<file path="src/rtl/complex_matrix_load_sequencer.sv">
// complex_matrix_load_sequencer
// Streams one 2x2 complex operand pair (16 words) from coefficient memory into a
// complex matrix multiplier, then waits for the multiplier's done with a timeout.
//
// Ports:
//   clk, reset (async, active-low)
//   start, abort, base_addr           - control; base_addr is latched on an accepted start
//   mem_rd_en, mem_addr, mem_rdata    - coefficient memory read port (1-cycle read latency)
//   matrix_in, imag, row, col, operand,
//   in_ready, in_finished             - multiplier load interface
//   mm_done                           - multiplier completion
//   busy, finished, timeout_err       - status
module complex_matrix_load_sequencer #(
    parameter int DATA_W  = 19,
    parameter int ADDR_W  = 8,
    parameter int TIMEOUT = 1024
) (
    input  logic              clk,
    input  logic              reset,
    input  logic              start,
    input  logic              abort,
    input  logic [ADDR_W-1:0] base_addr,
    output logic              mem_rd_en,
    output logic [ADDR_W-1:0] mem_addr,
    input  logic [DATA_W-1:0] mem_rdata,
    output logic [DATA_W-1:0] matrix_in,
    output logic              imag,
    output logic              row,
    output logic              col,
    output logic              operand,
    output logic              in_ready,
    output logic              in_finished,
    input  logic              mm_done,
    output logic              busy,
    output logic              finished,
    output logic              timeout_err
);

    localparam int CNT_W = (TIMEOUT > 2) ? $clog2(TIMEOUT) : 1;

    typedef enum logic [1:0] {IDLE, FETCH, DRAIN, WAIT_DONE} state_t;

    state_t            state, state_n;
    logic [3:0]        k, k_n;          // word index being fetched
    logic [CNT_W-1:0]  cnt, cnt_n;      // WAIT_DONE cycle counter
    logic [ADDR_W-1:0] base_q;
    logic [3:0]        fld;             // {operand,row,col,imag} of the word on matrix_in
    logic [DATA_W-1:0] hold;            // last word driven, shown while in_ready is low
    logic              vld;
    logic              accept, fin_set, to_set;

    always_ff @(posedge clk or negedge reset) begin
        if (!reset) state <= IDLE;
        else        state <= state_n;
    end

    always_comb begin
        state_n = state;
        k_n     = k;
        cnt_n   = cnt;
        accept  = 1'b0;
        fin_set = 1'b0;
        to_set  = 1'b0;
        case (state)
            IDLE: begin
                // abort in the same cycle drops the start
                if (start && !abort) begin
                    state_n = FETCH;
                    k_n     = 4'd0;
                    accept  = 1'b1;
                end
            end
            FETCH: begin
                k_n = k + 4'd1;
                if (k == 4'hF) state_n = DRAIN;
            end
            DRAIN: begin
                state_n = WAIT_DONE;
                cnt_n   = '0;
            end
            WAIT_DONE: begin
                // done has priority over a coincident timeout
                if (mm_done) begin
                    state_n = IDLE;
                    fin_set = 1'b1;
                end else if (cnt == CNT_W'(TIMEOUT - 1)) begin
                    state_n = IDLE;
                    to_set  = 1'b1;
                end else begin
                    cnt_n = cnt + 1'b1;
                end
            end
            default: state_n = IDLE;
        endcase
        if (abort && state != IDLE) begin
            state_n = IDLE;
            fin_set = 1'b0;
            to_set  = 1'b0;
        end
    end

    always_ff @(posedge clk or negedge reset) begin
        if (!reset) begin
            k           <= '0;
            cnt         <= '0;
            base_q      <= '0;
            fld         <= '0;
            hold        <= '0;
            vld         <= 1'b0;
            in_finished <= 1'b0;
            finished    <= 1'b0;
            timeout_err <= 1'b0;
        end else begin
            k   <= k_n;
            cnt <= cnt_n;
            if (accept) begin
                base_q      <= base_addr;
                timeout_err <= 1'b0;
            end else if (to_set) begin
                timeout_err <= 1'b1;
            end
            // read data lands one cycle after the strobe, so the field bits
            // follow the fetch index delayed by one cycle
            vld <= (state == FETCH) && !abort;
            if (state == FETCH && !abort) fld <= k;
            if (vld) hold <= mem_rdata;
            in_finished <= (state == DRAIN) && !abort;
            finished    <= fin_set;
        end
    end

    assign mem_rd_en = (state == FETCH);
    assign mem_addr  = (state == FETCH) ? base_q + ADDR_W'(k) : '0;
    // mem_rdata is passed straight through during a beat; the hold register
    // keeps the last value stable between runs
    assign matrix_in = vld ? mem_rdata : hold;
    assign in_ready  = vld;
    assign operand   = fld[3];
    assign row       = fld[2];
    assign col       = fld[1];
    assign imag      = fld[0];
    assign busy      = (state != IDLE);

endmodule

</file>
<file path="config.mk">
export PLATFORM = sky130hd
export DESIGN_NAME = complex_matrix_load_sequencer
export DESIGN_NICKNAME = d
export VERILOG_FILES = /design/src/rtl/complex_matrix_load_sequencer.sv
export SDC_FILE = /design/constraint.sdc
export NUM_CORES = 1
export LEC_CHECK = 0
export CAP_MARGIN = 20
export CELL_PAD_IN_SITES_DETAIL_PLACEMENT = 1
export CELL_PAD_IN_SITES_GLOBAL_PLACEMENT = 2
export CORE_ASPECT_RATIO = 1.25
export CORE_MARGIN = 3
export CORE_UTILIZATION = 28
export CTS_BUF_LIST = sky130_fd_sc_hd__clkbuf_8
export DETAILED_ROUTE_END_ITERATION = 10
export PLACE_DENSITY = 0.74
export SKIP_CTS_REPAIR_TIMING = 1
export SYNTH_ARGS = -nofsm -noshare
export SYNTH_HDL_FRONTEND = slang
export SYNTH_SLANG_ARGS = --single-unit
</file>
<file path="constraint.sdc">
create_clock -name clk -period 2 [get_ports clk]
set_input_delay 0.3 -clock clk [delete_from_list [all_inputs] [get_ports clk]]
set_output_delay 0.3 -clock clk [all_outputs]
set_load 0.1 [all_outputs]
</file>
# Yosys cells after proc, flatten, opt, wreduce, memory -nomap -nowiden
# Index checks and enable logic that the tools add are counted.
[word_totals]
reg_bits = 51
input_bits = 32
out_inout_bits = 37
word_cells = 61
[classes]
add_sub_neg = 3
n_eq_ne = 11
mux = 24
reduce_logical = 13
[ops]
columns = ["cell", "count"]
rows = [
  ["two-way mux 10 bit", 2],
  ["case mux 10 bit (2 select lines)", 1],
  ["two-way mux 19 bit", 1],
  ["two-way mux 1 bit", 11],
  ["adder 10 x 1 -> 10 bit (second input constant)", 1],
  ["equality test 10 bit (second input constant)", 1],
  ["two-way mux 2 bit", 5],
  ["adder 8 x 4 -> 8 bit", 1],
  ["two-way mux 8 bit", 1],
  ["case mux 2 bit (4 select lines)", 1],
  ["case mux 4 bit (2 select lines)", 1],
  ["nonzero test 2 bit", 4],
  ["inequality test 2 bit (second input constant)", 3],
  ["AND reduction 3 bit", 2],
  ["adder 4 x 1 -> 4 bit (second input constant)", 1],
  ["equality test 2 bit (second input constant)", 2],
  ["equality test 4 bit (second input constant)", 1],
  ["logical AND 1 bit", 4],
  ["two-way mux 4 bit", 1],
  ["inequality test 4 bit (second input constant)", 1],
  ["inequality test 3 x 1 -> 1 bit (second input constant)", 1],
  ["inequality test 3 bit (second input constant)", 1],
  ["equality test 2 x 1 -> 1 bit (second input constant)", 1],
  ["zero test 2 bit", 1],
  ["other kinds (2)", 2],
]

# Longest topological paths before layout
# Gate-level depths: netlist of run 1.
[logic_depth]
word_depth = 7
mapped_depth = 7
ltp_nobuf = 6

# Least setup slack after synthesis of run 1
# Ideal clock, no wire load.
[synth_timing]
path_kind = "register to output"
startpoint = "reg state[1]"
endpoint = "out mem_addr[3]"
arrival_time_ns = 3.922
required_ns = 1.700
path_slack_ns = -2.222
path_stages_with_launch = 5
n_path_buf = 0
path_cell_list = "dfrtp_1 inv_1 ha_1 clkinv_1 nor3_1"
[synth_between]
elab_chain_cells = 2
[synth_rtl]
columns = ["item", "line", "rtl"]
rows = [
  ["start, declared", "43", "state_t state, state_n;"],
  ["start signal, assigned", "54", "else state <= state_n;"],
  ["equality test 2 x 1 -> 1 bit", "-", ""],
  ["net mem_rd_en", "23", "output logic mem_rd_en,"],
  ["two-way mux 8 bit", "133", "assign mem_addr = (state == FETCH) ? base_q + ADDR_W'(k) : '0;"],
  ["end, declared", "24", "output logic [ADDR_W-1:0] mem_addr,"],
]
# The timed path passes the listed nets, and every way through them passes these cells.

# Worst setup path in the final report of run 1
[layout_timing]
startpoint = "reg k[0]"
endpoint = "out mem_addr[6]"
[layout_between]
elab_chain_cells = 2
[layout_rtl]
columns = ["item", "line", "rtl"]
rows = [
  ["start, declared", "44", "logic [3:0] k, k_n;"],
  ["start signal, assigned", "114", "k <= k_n;"],
  ["adder 8 x 4 -> 8 bit", "133", ""],
  ["two-way mux 8 bit", "133", ""],
]
# Every way passes these cells.

==> flow_summary.toml, run 1 <==
[sta]
rsz0062_at_grt = "true"
worst_pin_slew_ns = 0.6509
setup_ws_ns = -0.4838
period_minus_slack_ns = 2.484
hold_ws_ns = 0.09832
slew_viol_final = 0
setup_viol = 7
max_slew_margin_pct = 56.61
finalCritPeriodShare_pct = 124.2
max_freq_ghz = 0.4026
hold_viol_final = 0
clock_skew_ns = 0.007452

[synth]
synthSimpleGateAreaFrac_pct = 13.34
synth_top_family_by_area = "multiplexers"
synth_cell_types = 42
synth-main-ff-cell = "dfrtp_1"
synth_adder_area_share_pct = 5.838
syn_nets = 253
syn_inst = 210
synth_compound_area_share_pct = 8.757
netlist_area_sq_um = 2486
muxShareOfSynthArea_pct = 18.07
synthArstFlopShare_pct = 100.0
synthXorXnorAreaFrac_pct = 1.057
yosysSeqAreaShare_pct = 51.33
synth_warnings = 0
avgSynthCellArea_sq_um = 11.84
synth-edff-count = 0
ys_seq_elements = 51

[finish]
layout_common_cells = "dfrtp_1 (48), buf_12 (31), mux2_2 (30), clkdlybuf4s50_1 (30), buf_4 (25)"
syn_to_final_growth_pct = 61.80
register_area_sq_um = 1282
nets = 342
n_fill_cell = 896
drive_gt1_share_pct = 42.67
multi_input_area_sq_um = 1364
final_common_cell = "dfrtp_1"
finalInstanceArea_sq_um = 4023
diodes = 0

[placement]
place_area_sq_um = 3875
hpwl_microns = 5015
gp_congestion = 0.7584
place.port_buffers = 68

[floorplan]
fp.dieH_microns = 111.4
coreArea_sq_um = 8426
start_util_pct = 29.51
ios = 69
rows = 37
die_width_microns = 90.28
die-area_sq_um = 10050

[route]
num_vias = 1956
wl_per_cell_microns = 15.85
totalWireLength_microns = 6610
drc = 0
drt-initial-drc-count = 44
antenna_left = 0
dr.pass1.iters = 5
avgViaCountPerCell = 4.691

[status]
violations = "setup timing"
status = "finished with violations"

[hold_path]
hp-class = "in -> async"

[clock_tree]
clock_latency_ns = 0.31
cts-root-buf = "clkbuf_8"
cts.path.max_buffers = 2
cts_sinks = 51
cts_tree = "yes"
path_clk_slew_ns = 0.10
htree_num_levels = 2
cts_made_buffers = 5

[critical_path]
path_class = "reg -> out"
reg2reg_setup_slack_ns = 0.24
cp.required_ns = 1.70
cp.arrival_ns = 2.18
crit_fanout = 3
cp-end-kind = "primary output"
crit_path_start_kind = "register"

[global_routing]
antenna_found_initial = 0
grt_max_degree = 52
grt_pass1_wl_microns = 10980
grt_usage_pct = 13.30
grt_pass1_vias = 2211
grt_overflow_total = 0

[run]
cap_violations = 0
## critical path: stages, from the launching register on
cell and delay (ns):
dfrtp_2 0.44, ha_4 0.18, fa_2 0.37, a21o_1 0.21, a21oi_4 0.22, o21ai_4 0.08, a21oi_4 0.18, buf_12 0.19
## path summary, 6_finish.rpt
kind                           from          end  depth (start not counted)
hold reg to reg              fld[2]       fld[2]                          1
hold / removal                reset       cnt[8]                          2
setup / recovery               k[0]  mem_addr[6]                          7
min in group clk             fld[2]       fld[2]                          1
max in group asynchronous     reset     in_ready                          2
setup reg to reg           state[1]     state[1]                          8
## stage by stage
stage	setup WS, ns	utilization (%)	std cells	setup TNS (ns)
floorplan	-0.2851	-	210	-1.210
detailed placement	-0.1125	45.99	409	-0.2738
global route	-0.5674	47.74	417	-2.678
CTS	-0.4787	47.09	417	-2.382
global placement	-0.07809	45.99	409	-0.1604
finish	-0.4838	47.74	417	-2.049
## cells in the mapped netlist (2+ instances only)
cell type / number / area share [%]
and3_1: 2 / 0.50
nand3_1: 8 / 1.6
nand2b_1: 6 / 1.5
nor2_1: 6 / 0.91
o221ai_1: 2 / 0.70
nand2_1: 18 / 2.7
dfrtp_1: 51 / 51
a21boi_0: 2 / 0.60
buf_2: 2 / 0.40
xnor2_1: 2 / 0.70
ha_1: 10 / 5.0
mux2_2: 31 / 14
a211oi_1: 4 / 1.2
a21oi_1: 9 / 1.8
clkbuf_1: 2 / 0.30
a41oi_1: 2 / 0.70
mux2i_1: 10 / 4.0
nand4_1: 2 / 0.50
inv_1: 4 / 0.60
a21o_1: 2 / 0.60
nor3_1: 4 / 0.81
o21ai_0: 6 / 1.2
nor2b_1: 5 / 1.3
and2_1: 2 / 0.50
## kinds of logic after synthesis
group | Yosys count
mux | 41
compound gates | 33
buf+inv | 10
flops | 51
xor+xnor | 3
simple gates | 61
fa+ha+maj | 11
## layer usage
metal / wire (microns) / GRT usage [%] / vias to the layer above
met1: 2630 / 15.41 / 980
met5: 0 / 0 / -
li1: - / - / 935
met2: 3705 / 25.12 / 39
met4: 26 / 2.758 / 0
met3: 247 / 2.770 / 2
## sequential cells by signal, summed over array words and instances, names as in the netlist
register     count
in_finished      1
cnt             10
in_ready         1
finished         1
hold            19
state            2
k                4
fld              4
timeout_err      1
base_q           8
## layout make-up
| cell class | instances | area share (%) |
|---|---|---|
| inverter | 5 | 0.5910 |
| timing repair buffer | 87 | 27.68 |
| clock buffer | 5 | 1.711 |
| tap | 117 | 3.639 |
| multi-input combinational | 149 | 33.90 |
| sequential | 51 | 31.88 |
| clock inverter | 3 | 0.5910 |
Power of run 1 is left out: the tool's default activity adds up to more than one toggle a clock period on the data nets, which glitch-free logic cannot reach.
==> run 2: changes to the inputs <==
HOLD_SLACK_MARGIN = 0.06   (was unset)
==> results of run 2 <==
Same layout as run 1: the final DEF is identical, and so are final timing and power.
Power of run 2 is left out for the same reason.
